===== src/rtl/board_io_pkg.sv =====
// ---------------------------------------------------------------------------
// board_io_pkg
//
// Purpose:
//   Shared definitions for the board input-conditioning path. Holds the
//   per-channel debounce FSM encoding, the synchronizer depth, and the
//   default debounce length for the board's 100 MHz core clock.
//
// Contents:
//   db_state_e             - debounce FSM states (DB_STABLE, DB_PENDING)
//   SYNC_STAGES            - number of flops in each input synchronizer
//   BOARD_CLOCK_HZ         - board core clock frequency
//   BOARD_DEBOUNCE_MS      - settle time accepted as a real switch change
//   BOARD_DEBOUNCE_CYCLES  - settle time expressed in core clock cycles
// ---------------------------------------------------------------------------
package board_io_pkg;

  // STABLE: the synchronized input agrees with the accepted level.
  // PENDING: the input disagrees and is being timed before acceptance.
  typedef enum logic {
    DB_STABLE  = 1'b0,
    DB_PENDING = 1'b1
  } db_state_e;

  // Two flops give a metastability-resolved copy of each raw input.
  localparam int SYNC_STAGES = 2;

  localparam int BOARD_CLOCK_HZ    = 100_000_000;
  localparam int BOARD_DEBOUNCE_MS = 10;

  // 100 MHz * 10 ms = 1,000,000 consecutive stable samples.
  localparam int BOARD_DEBOUNCE_CYCLES = (BOARD_CLOCK_HZ / 1000) * BOARD_DEBOUNCE_MS;

endpackage : board_io_pkg


===== src/rtl/debounce_channel.sv =====
// ---------------------------------------------------------------------------
// debounce_channel
//
// Purpose:
//   Conditions one asynchronous switch/button bit. The raw input passes
//   through a SYNC_STAGES-deep synchronizer; a two-state FSM with a counter
//   then requires DEBOUNCE_CYCLES consecutive disagreeing samples before
//   the accepted level flips. Registered rise/fall pulses are produced in
//   the same cycle as the first cycle of the new level.
//
// Parameters:
//   DEBOUNCE_CYCLES  consecutive stable samples needed to accept a change
//                    (must be >= 1)
//
// Ports:
//   clk_i        in   core clock
//   rst_i        in   synchronous active-low reset
//   raw_i        in   asynchronous raw input bit
//   level_o      out  debounced level
//   rise_o       out  one-cycle pulse coincident with level_o going 0->1
//   fall_o       out  one-cycle pulse coincident with level_o going 1->0
//   rise_next_o  out  combinational: rise_o will be high after this edge
//   fall_next_o  out  combinational: fall_o will be high after this edge
// ---------------------------------------------------------------------------
module debounce_channel
  import board_io_pkg::*;
#(
  parameter int DEBOUNCE_CYCLES = BOARD_DEBOUNCE_CYCLES
) (
  input  logic clk_i,
  input  logic rst_i,
  input  logic raw_i,
  output logic level_o,
  output logic rise_o,
  output logic fall_o,
  output logic rise_next_o,
  output logic fall_next_o
);

  // Wide enough to hold DEBOUNCE_CYCLES; in practice it tops out at
  // DEBOUNCE_CYCLES-1 because the flip happens on that sample.
  localparam int CNT_W = $clog2(DEBOUNCE_CYCLES + 1);

  localparam logic [CNT_W-1:0] CNT_LAST = CNT_W'(DEBOUNCE_CYCLES - 1);
  localparam logic [CNT_W-1:0] CNT_ONE  = CNT_W'(1);

  logic [SYNC_STAGES-1:0] sync_chain_q;
  logic [SYNC_STAGES-1:0] sync_chain_d;
  logic                   sync_q;

  db_state_e              state_q;
  db_state_e              state_d;
  logic [CNT_W-1:0]       cnt_q;
  logic [CNT_W-1:0]       cnt_d;
  logic                   level_q;
  logic                   level_d;
  logic                   rise_q;
  logic                   rise_d;
  logic                   fall_q;
  logic                   fall_d;
  logic                   flip;

  // Shift the raw bit into the synchronizer; the last stage is the only
  // copy the FSM is allowed to look at.
  always_comb begin
    sync_chain_d = {sync_chain_q[SYNC_STAGES-2:0], raw_i};
  end

  assign sync_q = sync_chain_q[SYNC_STAGES-1];

  // Next-state logic. Any agreement between the synchronized input and the
  // accepted level throws away partial progress, so a bounce never
  // accumulates across glitches. With a one-cycle debounce the first
  // disagreeing sample is accepted directly from STABLE.
  always_comb begin
    state_d = state_q;
    cnt_d   = cnt_q;
    flip    = 1'b0;

    case (state_q)
      DB_STABLE: begin
        if (sync_q == level_q) begin
          cnt_d = '0;
        end else if (DEBOUNCE_CYCLES == 1) begin
          flip  = 1'b1;
          cnt_d = '0;
        end else begin
          state_d = DB_PENDING;
          cnt_d   = CNT_ONE;
        end
      end

      DB_PENDING: begin
        if (sync_q == level_q) begin
          state_d = DB_STABLE;
          cnt_d   = '0;
        end else if (cnt_q == CNT_LAST) begin
          flip    = 1'b1;
          state_d = DB_STABLE;
          cnt_d   = '0;
        end else begin
          cnt_d = cnt_q + CNT_ONE;
        end
      end

      default: begin
        state_d = DB_STABLE;
        cnt_d   = '0;
      end
    endcase
  end

  // The pulses are registered on the same edge as the level, so they line
  // up with the first cycle of the new value. Direction comes from the
  // level being left, which also guarantees rise and fall are exclusive.
  always_comb begin
    level_d = level_q;
    rise_d  = 1'b0;
    fall_d  = 1'b0;
    if (flip) begin
      level_d = ~level_q;
      rise_d  = ~level_q;
      fall_d  = level_q;
    end
  end

  // State register. Reset wins over everything, including a change that is
  // half way through being timed.
  always_ff @(posedge clk_i) begin
    if (!rst_i) begin
      sync_chain_q <= '0;
      state_q      <= DB_STABLE;
      cnt_q        <= '0;
      level_q      <= 1'b0;
      rise_q       <= 1'b0;
      fall_q       <= 1'b0;
    end else begin
      sync_chain_q <= sync_chain_d;
      state_q      <= state_d;
      cnt_q        <= cnt_d;
      level_q      <= level_d;
      rise_q       <= rise_d;
      fall_q       <= fall_d;
    end
  end

  assign level_o     = level_q;
  assign rise_o      = rise_q;
  assign fall_o      = fall_q;

  // Exposed so the top can register its change flag on the same edge as
  // the pulses instead of one cycle later. Gated by reset so the flag
  // clears together with the pulses.
  assign rise_next_o = rise_d & rst_i;
  assign fall_next_o = fall_d & rst_i;

endmodule : debounce_channel


===== src/rtl/board_input_debouncer.sv =====
// ---------------------------------------------------------------------------
// board_input_debouncer
//
// Purpose:
//   Input-side conditioning for the board switches and push-buttons. Every
//   channel is synchronized into the core clock domain and debounced
//   independently; the block delivers a clean level per channel, one-cycle
//   rise/fall pulses, and a single registered "something changed" flag.
//
// Parameters:
//   WIDTH            number of independent input channels
//   DEBOUNCE_CYCLES  consecutive stable samples needed to accept a change
//                    (must be >= 1)
//
// Ports:
//   clk_i     in   core clock (only clock)
//   rst_i     in   synchronous active-low reset
//   raw_i     in   [WIDTH] asynchronous switch/button inputs
//   level_o   out  [WIDTH] debounced level per channel
//   rise_o    out  [WIDTH] one-cycle pulse when level_o goes 0->1
//   fall_o    out  [WIDTH] one-cycle pulse when level_o goes 1->0
//   change_o  out  registered OR of all rise/fall pulses, aligned with them
// ---------------------------------------------------------------------------
module board_input_debouncer
  import board_io_pkg::*;
#(
  parameter int WIDTH           = 8,
  parameter int DEBOUNCE_CYCLES = BOARD_DEBOUNCE_CYCLES
) (
  input  logic             clk_i,
  input  logic             rst_i,
  input  logic [WIDTH-1:0] raw_i,
  output logic [WIDTH-1:0] level_o,
  output logic [WIDTH-1:0] rise_o,
  output logic [WIDTH-1:0] fall_o,
  output logic             change_o
);

  logic [WIDTH-1:0] rise_next;
  logic [WIDTH-1:0] fall_next;
  logic             change_q;
  logic             change_d;

  // One identical, fully independent conditioner per input bit.
  for (genvar ch = 0; ch < WIDTH; ch++) begin : g_channel
    debounce_channel #(
      .DEBOUNCE_CYCLES (DEBOUNCE_CYCLES)
    ) u_channel (
      .clk_i       (clk_i),
      .rst_i       (rst_i),
      .raw_i       (raw_i[ch]),
      .level_o     (level_o[ch]),
      .rise_o      (rise_o[ch]),
      .fall_o      (fall_o[ch]),
      .rise_next_o (rise_next[ch]),
      .fall_next_o (fall_next[ch])
    );
  end

  // Built from the channels' next-pulse values so the registered flag lands
  // in the same cycle as the pulses it summarises.
  always_comb begin
    change_d = |(rise_next | fall_next);
  end

  always_ff @(posedge clk_i) begin
    if (!rst_i) begin
      change_q <= 1'b0;
    end else begin
      change_q <= change_d;
    end
  end

  assign change_o = change_q;

endmodule : board_input_debouncer


===== config.mk =====
export PLATFORM = sky130hd
export DESIGN_NAME = board_input_debouncer
export DESIGN_NICKNAME = d
export VERILOG_FILES = /design/src/rtl/board_io_pkg.sv /design/src/rtl/debounce_channel.sv /design/src/rtl/board_input_debouncer.sv
export SDC_FILE = /design/constraint.sdc
export NUM_CORES = 1
export LEC_CHECK = 0
export BUFFER_PORTS_ARGS = -buffer_cell sky130_fd_sc_hd__buf_2
export CAP_MARGIN = 40
export CELL_PAD_IN_SITES_DETAIL_PLACEMENT = 0
export CELL_PAD_IN_SITES_GLOBAL_PLACEMENT = 2
export CORE_UTILIZATION = 39
export DETAILED_ROUTE_END_ITERATION = 12
export PLACE_DENSITY = 0.79
export SYNTH_ARGS = -nofsm -noshare
export SYNTH_HDL_FRONTEND = slang
export SYNTH_SLANG_ARGS = --single-unit

===== constraint.sdc =====
create_clock -name clk_i -period 2.7 [get_ports clk_i]
set_input_delay 0.27 -clock clk_i [delete_from_list [all_inputs] [get_ports clk_i]]
set_output_delay 0.27 -clock clk_i [all_outputs]
set_load 0.01 [all_outputs]

* Yosys cells after proc, flatten, opt, wreduce, memory -nomap -nowiden
Cells that the tools add are included.
** Cells by class
- Multiplexer cells :: 104
- Multiply operators :: 0
- Equal/unequal tests :: 16
- Divide/modulo/power cells :: 0
- $add $sub $neg :: 8
- $lt $le $gt $ge :: 0
- Shift-type cells :: 0
- Reduce and logical (&&, ||, !) cells :: 1
- Bitwise gates (word level) :: 33
** Operator list (number)
- 20-bit 2-to-1 mux :: 16
- 20-bit case mux with 2 select lines :: 8
- 20-bit by 1-bit adder with 20-bit output, second input constant :: 8
- 20-bit equality test, second input constant :: 8
- 1-bit 2-to-1 mux :: 72
- 1-bit AND :: 16
- 1-bit NOT :: 16
- 1-bit case mux with 2 select lines :: 8
- 1-bit equality test :: 8
- 8-bit OR :: 1
- 8-bit OR reduction :: 1
** Word-level totals
- ROM bits :: 0
- Register bits :: 209
- Bits of input ports :: 10
- Memories kept :: 0
- Memory bits (writable) :: 0
- Word-level logic and storage cells :: 211
- Latch bits :: 0

* Logic depth before layout (Yosys ltp)
Gate-level depths: netlist (run 1).
- Word-level depth :: 8
- Mapped depth :: 9
- Mapped depth without buffers :: 6

* Modules after synthesis
Synthesis (run 1) repeated with hierarchy kept, for this count alone.
** Second synthesis, totals
- Cells, all modules :: 1018
- Area, all modules :: 9014.9 um2
** Modules (own cells, without submodules)
- debounce_channel at g_channel[0].u_channel ... :: cells each 126, sequential area each 520.5 um2, instances 7, area an instance 1113.6 um2
- debounce_channel at g_channel[7].u_channel :: cells each 129, sequential area each 520.5 um2, instances 1, area an instance 1162.4 um2
- board_input_debouncer :: cells each 7, sequential area each 20.0 um2, instances 1, area an instance 57.6 um2

* Least setup slack after synthesis (run 1)
OpenSTA, ideal clock, no wires.
- Path kind :: flip-flop to flip-flop
- Start :: register g_channel[4].u_channel.cnt_q[7]
- End :: register g_channel[4].u_channel.cnt_q[19]
- Buffers on the path :: 2
- Period minus slack after synthesis :: 1.989 ns
- Cell stages (with the launch flop) :: 8
- Arrival time :: 1.875 ns
- Setup slack :: 0.711 ns
- Cells stage by stage :: dfxtp_1 > or4_1 > or4_4 > nor2_2 > or3_1 > buf_6 > buf_12 > nor2_1
** On the way
- Longest elaborated chain between the ends :: 4
- Elaborated cells on any way between the ends :: 5
** RTL lines
- from (decl) :: RTL line debounce_channel.sv:53 : logic [CNT_W-1:0] cnt_q;
- from (signal assigned) :: RTL line debounce_channel.sv:140 : cnt_q <= cnt_d;
- 20-bit by 1-bit adder with 20-bit output / 20-bit equality test (equally long branches) :: RTL line debounce_channel.sv:102, debounce_channel.sv:97
- 20-bit 2-to-1 mux (*) :: RTL line debounce_channel.sv:97 : end else if (cnt_q == CNT_LAST) begin
- 20-bit 2-to-1 mux (*) :: RTL line debounce_channel.sv:94 : if (sync_q == level_q) begin
- 20-bit case mux with 2 select lines (*) :: RTL line debounce_channel.sv:80 : case (state_q)
Mark *: on every way between the ends. The rest lies on a longest branch, timed or not.
A chain may end at the register's enable or synchronous reset.

* Worst setup path in the final report (run 1)
- Start :: register g_channel[6].u_channel.cnt_q[14]
- End :: register g_channel[6].u_channel.cnt_q[14]
** On the way
- Longest elaborated chain between the ends :: 4
- Elaborated cells on any way between the ends :: 5
** RTL lines (RTL line)
- from (decl) :: debounce_channel.sv:53
- from (signal assigned) :: debounce_channel.sv:140
- 20-bit by 1-bit adder with 20-bit output / 20-bit equality test (equally long branches) :: debounce_channel.sv:102, debounce_channel.sv:97
- 20-bit 2-to-1 mux (*) :: debounce_channel.sv:97
- 20-bit 2-to-1 mux (*) :: debounce_channel.sv:94
- 20-bit case mux with 2 select lines (*) :: debounce_channel.sv:80
Marked as above.

==> flow_summary_export.csv, run 1 <==
group,metric,value,unit
outcome,status,"completed",
clock_network,numCtsBuffers,23,
min_path,holdPathStages,2,
yosys,syn_inst,984,
critical_path,worst_ep_required_time,3.07,ns
critical_path,worst_path_largest_cell_delay,0.61,ns
placed_design,place.gp.congestion,0.7361,
clock_network,cts_sinks,209,
clock_network,cts_tree,"done",
critical_path,endpoint_kind,"register",
global_route,grt_use_total,14.91,%
clock_network,root_buffer,"clkbuf_16",
floorplan,die_h,153.2,um
cells_and_area,diodes,0,
timing,relSlewSlack,56.85,%
yosys,ys_types,44,
cells_and_area,num-fill-cells,2169,
global_route,grt-ovfl-total,0,
global_route,antenna_found_initial,0,
placed_design,port_buffers,34,
timing,clock_skew,0.006487,ns
min_path,hp-class,"in -> reg",
yosys,syn_area,8917,sq um
yosys,synth_seq_cells,209,
floorplan,core_area,22090,sq um
timing,final-setup-viol-count,0,
detailed_routing,vias,6409,
placed_design,hpwl,11.47,mm
floorplan,rows,54,
floorplan,initial_core_util,40.36,%
detailed_routing,viasPerCell,4.907,
timing,period_share,84.22,%
cells_and_area,nets,1028,
critical_path,cp_data_arrival_time,2.64,ns
detailed_routing,drt_iter0_markers,187,
clock_network,clk_latency,0.50,ns
clock_network,path_clk_slew,0.06,ns
yosys,synth_seq_area_share,46.92,%
yosys,syn_avg_cell_area,9.062,sq um
detailed_routing,drcViolationCount,0,
critical_path,cp_slowest_cell,"or4b_2",
pwr,p_per_area,637.9,nW/um^2
clock_network,htree_levels,1,
clock_network,cts_buffer_depth,3,
critical_path,r2r_slack,0.43,ns
floorplan,die_x,153.2,um
run,cap_viol_max_count,0,
timing,period_needed,2.274,ns
global_route,grt_pass1_vias,6107,
critical_path,r2r_cells,5,
yosys,synth_area_leader_cell,"dfxtp_1",
detailed_routing,firstDrtPassIters,4,
floorplan,die_area,23470,sq um
timing,rsz0062_at_grt,"no",
yosys,synth-edff-count,0,
cells_and_area,area_delta_synth_final,13.04,%
yosys,yosys_warnings,0,
cells_and_area,drive_gt1_share,9.162,%
timing,fmax,439.8,MHz
timing,drv_slew,0,
critical_path,start_kind,"register",
critical_path,cp_max_fo,19,
global_route,grt_max_degree,22,
yosys,synth_fp_nets,1002,
global_route,grt_pass1_wl,29.61,mm
clock_network,post_cts.repair.setup_buffers,0,
floorplan,ioPinCount,35,
yosys,ys_top_cells_by_count,"209 x dfxtp_1, 191 x nor2_1, 87 x xor2_1, 65 x xnor2_1, 63 x nand2_1",
detailed_routing,ant_nets,0,
detailed_routing,wl_per_cell,12.96,um
yosys,synth_top_area_share,46.92,%
timing,tightestPinTransition,0.6473,ns
pwr,vdd_ir_drop_max,0.4055,mV
critical_path,crit_chain,"or4b_2 -> nor4_1 -> nand3_1 -> nand4_2 -> nor2_1",
yosys,synth_most_common_cell,"dfxtp_1",
timing,final_hold_viol_count,0,
yosys,synthArstFlopShare,0,%
critical_path,crit_type,"reg -> reg",
yosys,synth_area_leaders,"dfxtp_1 47%, xor2_1 8.5%, nor2_1 8.0%",
yosys,synth_flop_cell,"dfxtp_1",
timing,hold_slack,0.04182,ns
pwr,p_leak,3.450,nW
clock_network,cts_resized,0,
detailed_routing,wl,16.92,mm
timing,finalSetupTns,0,ns
[critical path: cells and delay by family (launching register included)]
kind / cells / cell delay [ns]
AND/OR/NAND/NOR: 5 / 1.74
flip-flops: 1 / 0.41
[path summary, 6_finish.rpt]
kind | startpoint | end
worst max-delay path | g_channel[6].u_channel.cnt_q[14] | g_channel[6].u_channel.cnt_q[14]
worst min-delay path | raw_i[4] | g_channel[4].u_channel.sync_chain_q[0]
worst max register to register | g_channel[6].u_channel.cnt_q[14] | g_channel[6].u_channel.cnt_q[14]
worst min register to register | g_channel[4].u_channel.sync_chain_q[0] | g_channel[4].u_channel.sync_chain_q[1]
[cell type report]
cell class                      count  area, sq um  area share, %
Clock buffer                       32        669.4          6.641
Clock inverter                      9        127.6          1.266
Timing Repair Buffer               51        327.8          3.252
Sequential cell                   209         4184          41.51
Inverter                           22        82.58         0.8193
Tap cell                          280        350.3          3.476
Multi-Input combinational cell    703         4338          43.04
[sequential cells by signal, summed over array words and instances (netlist names)]
signal                            cells
g_channel.u_channel.cnt_q           160
g_channel.u_channel.level_o           8
g_channel.u_channel.fall_o            8
g_channel.u_channel.sync_chain_q     16
change_o                              1
g_channel.u_channel.state_q           8
g_channel.u_channel.rise_o            8
[per-stage QoR]
stage               setup slack [ns]  instance area [sq um]  util, %  instances  power [mW]
finish                        0.4260                  10080    45.62       1306       6.430
global route                  0.1611                  10080    45.62       1306       6.685
floorplan                     0.7109                   8917        -        984       3.213
detailed placement            0.4101                   9213    41.70       1258       3.235
global placement              0.4724                   9213    41.70       1258       3.236
CTS                           0.4044                  10080    45.62       1306       6.550
[report_power, final]
part	switching, mW	internal [mW]
Clock	1.24	2.01
Sequential	0.0122	3.10
Combinational	0.0308	0.0294
[cells by family (layout without fill, tap and decap cells)]
| logic type | count (synthesis) | count (layout) | synth area share (%) |
|---|---|---|---|
| AO/OA/AOI/OAI | 12 | 12 | 1.024 |
| XOR/XNOR | 152 | 152 | 14.93 |
| adder cells (fa/ha/maj) | 8 | 8 | 1.123 |
| buffers and inverters | 72 | 114 | 4.434 |
| flip-flops | 209 | 209 | 46.92 |
| multiplexers | 8 | 8 | 0.8980 |
| AND/OR/NAND/NOR | 523 | 523 | 30.67 |
[routing by layer]
metal	vias up	GRT usage [%]	wire length (um)
li1	3360	-	-
met1	2957	20.86	8764
met2	71	23.37	7238
met3	21	2.864	605
met4	0	3.896	314
met5	-	0	0
[cells in the final DEF (no fill, tap or decap), types with 4 or more instances in the layout]
master	instances
nand2_1	63
inv_1	22
clkbuf_16	23
dfxtp_1	209
nor4_1	15
nand3_1	55
nor4b_1	4
o21a_1	5
nand4b_1	5
ha_1	8
xnor2_1	65
mux2i_1	8
or4_1	4
xor2_1	87
buf_2	34
and4b_1	15
clkbuf_8	6
and3_1	23
and4_1	17
nor2_1	191
nor2b_1	13
nand4_1	46
buf_4	9
and2_1	18
nand2b_1	4
nor3_1	27
dlygate4sd3_1	7
or3_1	4
[repair_timing]
action | 4_1_cts | 5_1_grt
setup endpoints to repair | 0 | 0
hold buffers | 7 | 0
hold endpoints to repair | 7 | 0
No activity file was read; power rests on OpenSTA's default activity.
==> run 2: changes to the inputs <==
- ABC_AREA: not set -> 1
- CORE_UTILIZATION: 39 -> 33
- PLACE_DENSITY: 0.79 -> 0.75
- clock period: 2.7 -> 1.95 ns (I/O delays scaled with it)
==> flow_summary_export.csv, run 2 <==
group,metric,value,unit
pwr,p_leak,4.051,nW
global_route,grt_use_total,13.88,%
pwr,p_per_area,813.1,nW/um^2
global_route,grt-ovfl-total,0,
timing,hold_slack,0.1739,ns
yosys,yosys_warnings,0,
timing,fmax,587.1,MHz
cells_and_area,most-common-layout-cells,"235 x nand2_1, 209 x dfxtp_1, 183 x nor2_1, 152 x inv_1, 70 x nand3_1",
timing,final-setup-viol-count,0,
floorplan,initial_core_util,33.81,%
yosys,synth_seq_area_share,42.77,%
pwr,p_int,7.301,mW
cells_and_area,nets,1349,
floorplan,die_h,174.2,um
pwr,power,9.145,mW
cells_and_area,regArea,4184,sq um
timing,drv_slew,0,
critical_path,cp_data_arrival_time,2.11,ns
timing,setup_ws,0.2466,ns
pwr,pwr-share-clk,51.8,%
global_route,grt_pass1_vias,7362,
critical_path,cp_slowest_cell,"dfxtp_1",
yosys,ys_top_cells_by_count,"235 x nand2_1, 209 x dfxtp_1, 183 x nor2_1, 152 x inv_1, 70 x nand3_1",
yosys,ys_types,44,
detailed_routing,vias,7591,
pwr,p_sw_share,20.17,%
detailed_routing,drcViolationCount,0,
timing,tightestPinTransition,0.3677,ns
timing,clock_skew,0.009206,ns
critical_path,cp-startpoint,"g_channel[1].u_channel.cnt_q[0]",
min_path,hp-class,"in -> reg",
yosys,synth_most_common_cell,"nand2_1",
clock_network,htree_levels,1,
floorplan,ioPinCount,35,
placed_design,place.gp.congestion,0.7356,
run,cap_viol_max_count,0,
global_route,antenna_found_initial,0,
clock_network,path_clk_slew,0.06,ns
clock_network,numCtsBuffers,25,
cells_and_area,design_area,11250,sq um
clock_network,clk_latency,0.51,ns
outcome,status,"completed",
yosys,synth_area_leader_cell,"dfxtp_1",
clock_network,cts_sinks,209,
timing,period_needed,1.703,ns
critical_path,crit_chain,"ha_1 -> nand2_1 -> nor2_4 -> nand2_1 -> nor2_2 -> nand3_1 -> nand2_1 -> nor2_1 -> a21oi_1",
critical_path,worst_path_largest_cell_delay,0.36,ns
critical_path,endpoint_kind,"register",
yosys,synth_area_leaders,"dfxtp_1 43%, nand2_1 9.0%, nor2_1 7.0%",
min_path,holdPathStages,3,
pwr,power_frac_seq,47.1,%
detailed_routing,ant_nets,0,
placed_design,placed_cells,1680,
yosys,syn_avg_cell_area,7.606,sq um
timing,rsz0062_at_grt,"no",
clock_network,cts_buffer_depth,3,
clock_network,root_buffer,"clkbuf_16",
yosys,synth_flop_cell,"dfxtp_1",
yosys,synthArstFlopShare,0,%
min_path,holdPathEnd,"g_channel[7].u_channel.fall_o",
cells_and_area,num-fill-cells,3002,
min_path,hold_start,"rst_i",
critical_path,crit_type,"reg -> reg",
cells_and_area,diodes,0,
timing,period_share,87.35,%
detailed_routing,viasPerCell,4.385,
detailed_routing,firstDrtPassIters,4,
timing,relSlewSlack,75.26,%
yosys,synth_seq_cells,209,
critical_path,worst_ep_required_time,2.36,ns
cells_and_area,top_regs,"g_channel.u_channel.cnt_q: 160 flops, g_channel.u_channel.sync_chain_q: 16 flops",
global_route,grt_pass1_wl,35.20,mm
clock_network,cts_tree,"done",
floorplan,core_area,28940,sq um
critical_path,start_kind,"register",
floorplan,die_x,174.2,um
cells_and_area,multi_input_area,4654,sq um
pwr,combPwrFrac,1.1,%
cells_and_area,final_common_cell,"nand2_1",
detailed_routing,wl_per_cell,11.60,um
floorplan,die_area,30340,sq um
cells_and_area,largest_register,"g_channel.u_channel.cnt_q",
floorplan,rows,62,
yosys,synth_top_area_share,42.77,%
placed_design,placed_area,10310,sq um
detailed_routing,drt_iter0_markers,403,
cells_and_area,final_util,38.87,%
cells_and_area,area_delta_synth_final,14.98,%
detailed_routing,wl,20.08,mm
critical_path,r2r_cells,9,
clock_network,post_cts.repair.setup_buffers,0,
cells_and_area,fin_cells,1731,
yosys,synth-edff-count,0,
critical_path,crit_top_cell,"nand2_1",
critical_path,reg2reg_to,"change_o",
yosys,syn_inst,1286,
timing,final_hold_viol_count,0,
timing,finalSetupTns,0,ns
critical_path,cp_max_fo,5,
yosys,syn_area,9782,sq um
pwr,p_switching,1.845,mW
cells_and_area,largest_reg_flops,160,
cells_and_area,drive_gt1_share,15.96,%
pwr,vdd_ir_drop_max,0.5287,mV
critical_path,r2r_slack,0.25,ns
yosys,synth_fp_nets,1304,
placed_design,hpwl,14.86,mm
global_route,grt_max_degree,26,
critical_path,regToRegStartpoint,"g_channel[1].u_channel.cnt_q[0]",
placed_design,pre_cts_slack,0.1590,ns
placed_design,port_buffers,34,
run 2: cells by family (layout without fill, tap and decap cells):
family | count (synthesis) | in the layout | synth area share, %
fa+ha+maj | 8 | 8 | 1.023
buf+inv | 214 | 275 | 9.721
simple gates | 691 | 691 | 34.97
compound gates | 101 | 101 | 5.871
flops | 209 | 209 | 42.77
xor+xnor | 63 | 63 | 5.641
run 2: cell type report:
cell class / instances / area share (%)
multi-input combinational: 863 / 41.38
timing repair buffer: 62 / 3.894
inverter: 170 / 5.674
tap: 384 / 4.272
clock buffer: 36 / 6.819
sequential: 209 / 37.20
clock inverter: 7 / 0.7565
run 2: timing repair:
| action | 4_1_cts | 5_1_grt |
|---|---|---|
| hold buffers | 8 | 0 |
| gates resized for setup | 0 | 1 |
| endpoints found under the setup margin | 0 | 9 |
| hold endpoints to repair | 8 | 0 |
run 2: worst max-delay path by stage:
stage,depth (start not counted),to,slack (ns)
floorplan,10,g_channel[1].u_channel.cnt_q[12],0.48
global placement,9,g_channel[1].u_channel.cnt_q[5],0.21
detailed placement,9,g_channel[1].u_channel.cnt_q[6],0.16
CTS,9,g_channel[1].u_channel.cnt_q[6],0.15
global route,7,g_channel[2].u_channel.cnt_q[0],0.03
finish,9,change_o,0.25
run 2: layer usage:
metal | global-route usage [%] | share of wire, % | wire length [um] | vias up
met5 | 0 | 0 | 0 | -
li1 | - | - | - | 4150
met1 | 18.77 | 50 | 10120 | 3334
met2 | 22.98 | 44 | 8832 | 75
met4 | 3.765 | 2.6 | 520 | 0
met3 | 2.012 | 3.0 | 602 | 32
run 2: worst max-delay path: cells and delay by family, from the launching register on:
kind | cells | cell delay (ns)
flip-flops | 1 | 0.36
AO/OA/AOI/OAI | 1 | 0.23
adder cells (fa/ha/maj) | 1 | 0.22
AND/OR/NAND/NOR | 7 | 0.77
run 2: power by group through the flow:
stage / clock (mW) / sequential [mW] / combinational, mW
final: 4.74 / 4.31 / 0.0992
after global routing: 5.08 / 4.31 / 0.115
after CTS: 4.93 / 4.31 / 0.102
after detailed placement: 0 / 4.40 / 0.0900
after global placement: 0 / 4.40 / 0.0894
after floorplan: 0 / 4.40 / 0.0563
==> run 3: changes to the inputs <==
- CORE_UTILIZATION: 33 -> 34
- CTS_BUF_LIST: not set -> sky130_fd_sc_hd__clkbuf_2
- PLACE_DENSITY: 0.75 -> 0.77
- SLEW_MARGIN: not set -> 40
==> flow_summary_export.csv, run 3 (synthesized netlist as in run 2, its figures left out) <==
group,metric,value,unit
detailed_routing,vias,7810,
timing,drv_slew,0,
pwr,vdd_ir_drop_max,0.2948,mV
floorplan,die_x,171.6,um
cells_and_area,final_common_cell,"nand2_1",
timing,tightestPinTransition,0.4508,ns
clock_network,htree_levels,2,
cells_and_area,top_regs,"g_channel.u_channel.cnt_q: 160 flops, g_channel.u_channel.sync_chain_q: 16 flops",
placed_design,port_buffers,34,
critical_path,crit_type,"reg -> reg",
floorplan,ioPinCount,35,
critical_path,cp_max_fo,15,
timing,hold_slack,0.3631,ns
detailed_routing,drt_iter0_markers,307,
pwr,p_sw_share,25.68,%
detailed_routing,wl_per_cell,11.22,um
timing,final-setup-viol-count,0,
global_route,antenna_found_initial,1,
clock_network,cts_sinks,209,
timing,period_needed,1.722,ns
pwr,p_switching,1.901,mW
floorplan,rows,61,
critical_path,start_kind,"register",
clock_network,numCtsBuffers,58,
floorplan,die_h,171.6,um
timing,setup_ws,0.2283,ns
clock_network,root_buffer,"clkbuf_2",
pwr,power_frac_seq,58.1,%
cells_and_area,area_delta_synth_final,11.83,%
clock_network,cts_buffer_depth,3,
global_route,grt-ovfl-total,0,
detailed_routing,ant_nets,0,
clock_network,clk_latency,0.82,ns
global_route,grt_max_degree,40,
min_path,hp-class,"in -> reg",
critical_path,endpoint_kind,"register",
cells_and_area,drive_gt1_share,18.00,%
global_route,grt_pass1_vias,7541,
timing,finalSetupTns,0,ns
floorplan,core_area,28010,sq um
floorplan,initial_core_util,34.92,%
placed_design,hpwl,14.25,mm
cells_and_area,nets,1384,
critical_path,cp_data_arrival_time,2.41,ns
pwr,pwr-share-clk,40.4,%
outcome,status,"completed",
cells_and_area,largest_register,"g_channel.u_channel.cnt_q",
cells_and_area,largest_reg_flops,160,
pwr,p_int,5.502,mW
clock_network,cts_tree,"done",
placed_design,pre_cts_slack,0.2202,ns
timing,period_share,88.29,%
clock_network,path_clk_slew,0.09,ns
timing,relSlewSlack,69.95,%
placed_design,place.gp.congestion,0.7680,
pwr,p_per_area,676.7,nW/um^2
timing,fmax,580.8,MHz
cells_and_area,final_util,39.05,%
timing,rsz0062_at_grt,"no",
detailed_routing,wl,20.08,mm
detailed_routing,firstDrtPassIters,5,
critical_path,worst_ep_required_time,2.64,ns
floorplan,die_area,29450,sq um
cells_and_area,most-common-layout-cells,"235 x nand2_1, 209 x dfxtp_1, 183 x nor2_1, 152 x inv_1, 84 x clkbuf_2",
run,cap_viol_max_count,0,
detailed_routing,viasPerCell,4.363,
global_route,grt_pass1_wl,34.60,mm
timing,final_hold_viol_count,0,
pwr,combPwrFrac,1.5,%
global_route,grt_use_total,14.36,%
pwr,p_leak,4.016,nW
detailed_routing,drcViolationCount,0,
timing,clock_skew,0.05058,ns
run 3: layout make-up:
cell class / count / area (sq um)
inverters: 170 / 638.1
diodes: 1 / 2.502
flip-flops and latches: 209 / 4184
clock buffers: 84 / 420.4
fillers: 3009 / 17070
well taps: 378 / 473.0
clock inverters: 21 / 83.83
multi-input cells: 863 / 4647
repair buffers: 64 / 490.5
run 3: power by group through the flow:
stage	clock network [mW]	logic, mW	registers (mW)
CTS	3.21	0.111	4.30
global placement	0	0.0842	4.40
global route	3.44	0.124	4.31
detailed placement	0	0.0838	4.40
finish	2.99	0.110	4.30
floorplan	0	0.0563	4.40
run 3: worst paths after layout:
check | start | end | slack [ns] | depth (start not counted)
setup / recovery | g_channel[1].u_channel.cnt_q[0] | g_channel[1].u_channel.cnt_q[0] | 0.23 | 10
hold / removal | rst_i | change_o | 0.36 | 4
setup reg to reg | g_channel[1].u_channel.cnt_q[0] | g_channel[1].u_channel.cnt_q[0] | 0.23 | 10
hold reg to reg | g_channel[4].u_channel.sync_chain_q[0] | g_channel[4].u_channel.sync_chain_q[1] | 0.41 | 2
run 3: layer usage:
layer / track usage [%] / up-vias / part of all wire (%)
li1: - / 4263 / -
met1: 18.69 / 3394 / 50
met2: 22.95 / 107 / 44
met3: 3.313 / 46 / 3.9
met4: 5.435 / 0 / 2.3
met5: 0 / - / 0
run 3: timing repair:
action / in CTS / in global routing
resized for setup: 0 / 0
hold buffers: 18 / 0
buffers inserted: 0 / 0
endpoints found under the hold margin: 51 / 0
endpoints found under the setup margin: 0 / 0
run 3: through the flow:
stage | cell area (sq um) | instances | power (mW)
2_1_floorplan | 9782 | 1286 | 4.455
3_3_place_gp | 10250 | 1666 | 4.485
3_5_place_dp | 10250 | 1666 | 4.485
4_1_cts | 10940 | 1789 | 7.623
5_1_grt | 10940 | 1790 | 7.872
6_report | 10940 | 1790 | 7.402
run 3: critical path, stage by stage (launching register included):
cell	delay, ns
dfxtp_1	0.38
ha_1	0.22
nand2_1	0.11
nor2_4	0.15
nand2_1	0.08
nor2_2	0.12
nand2_1	0.09
nand3_2	0.16
buf_12	0.17
nand2_4	0.05
o21a_1	0.09
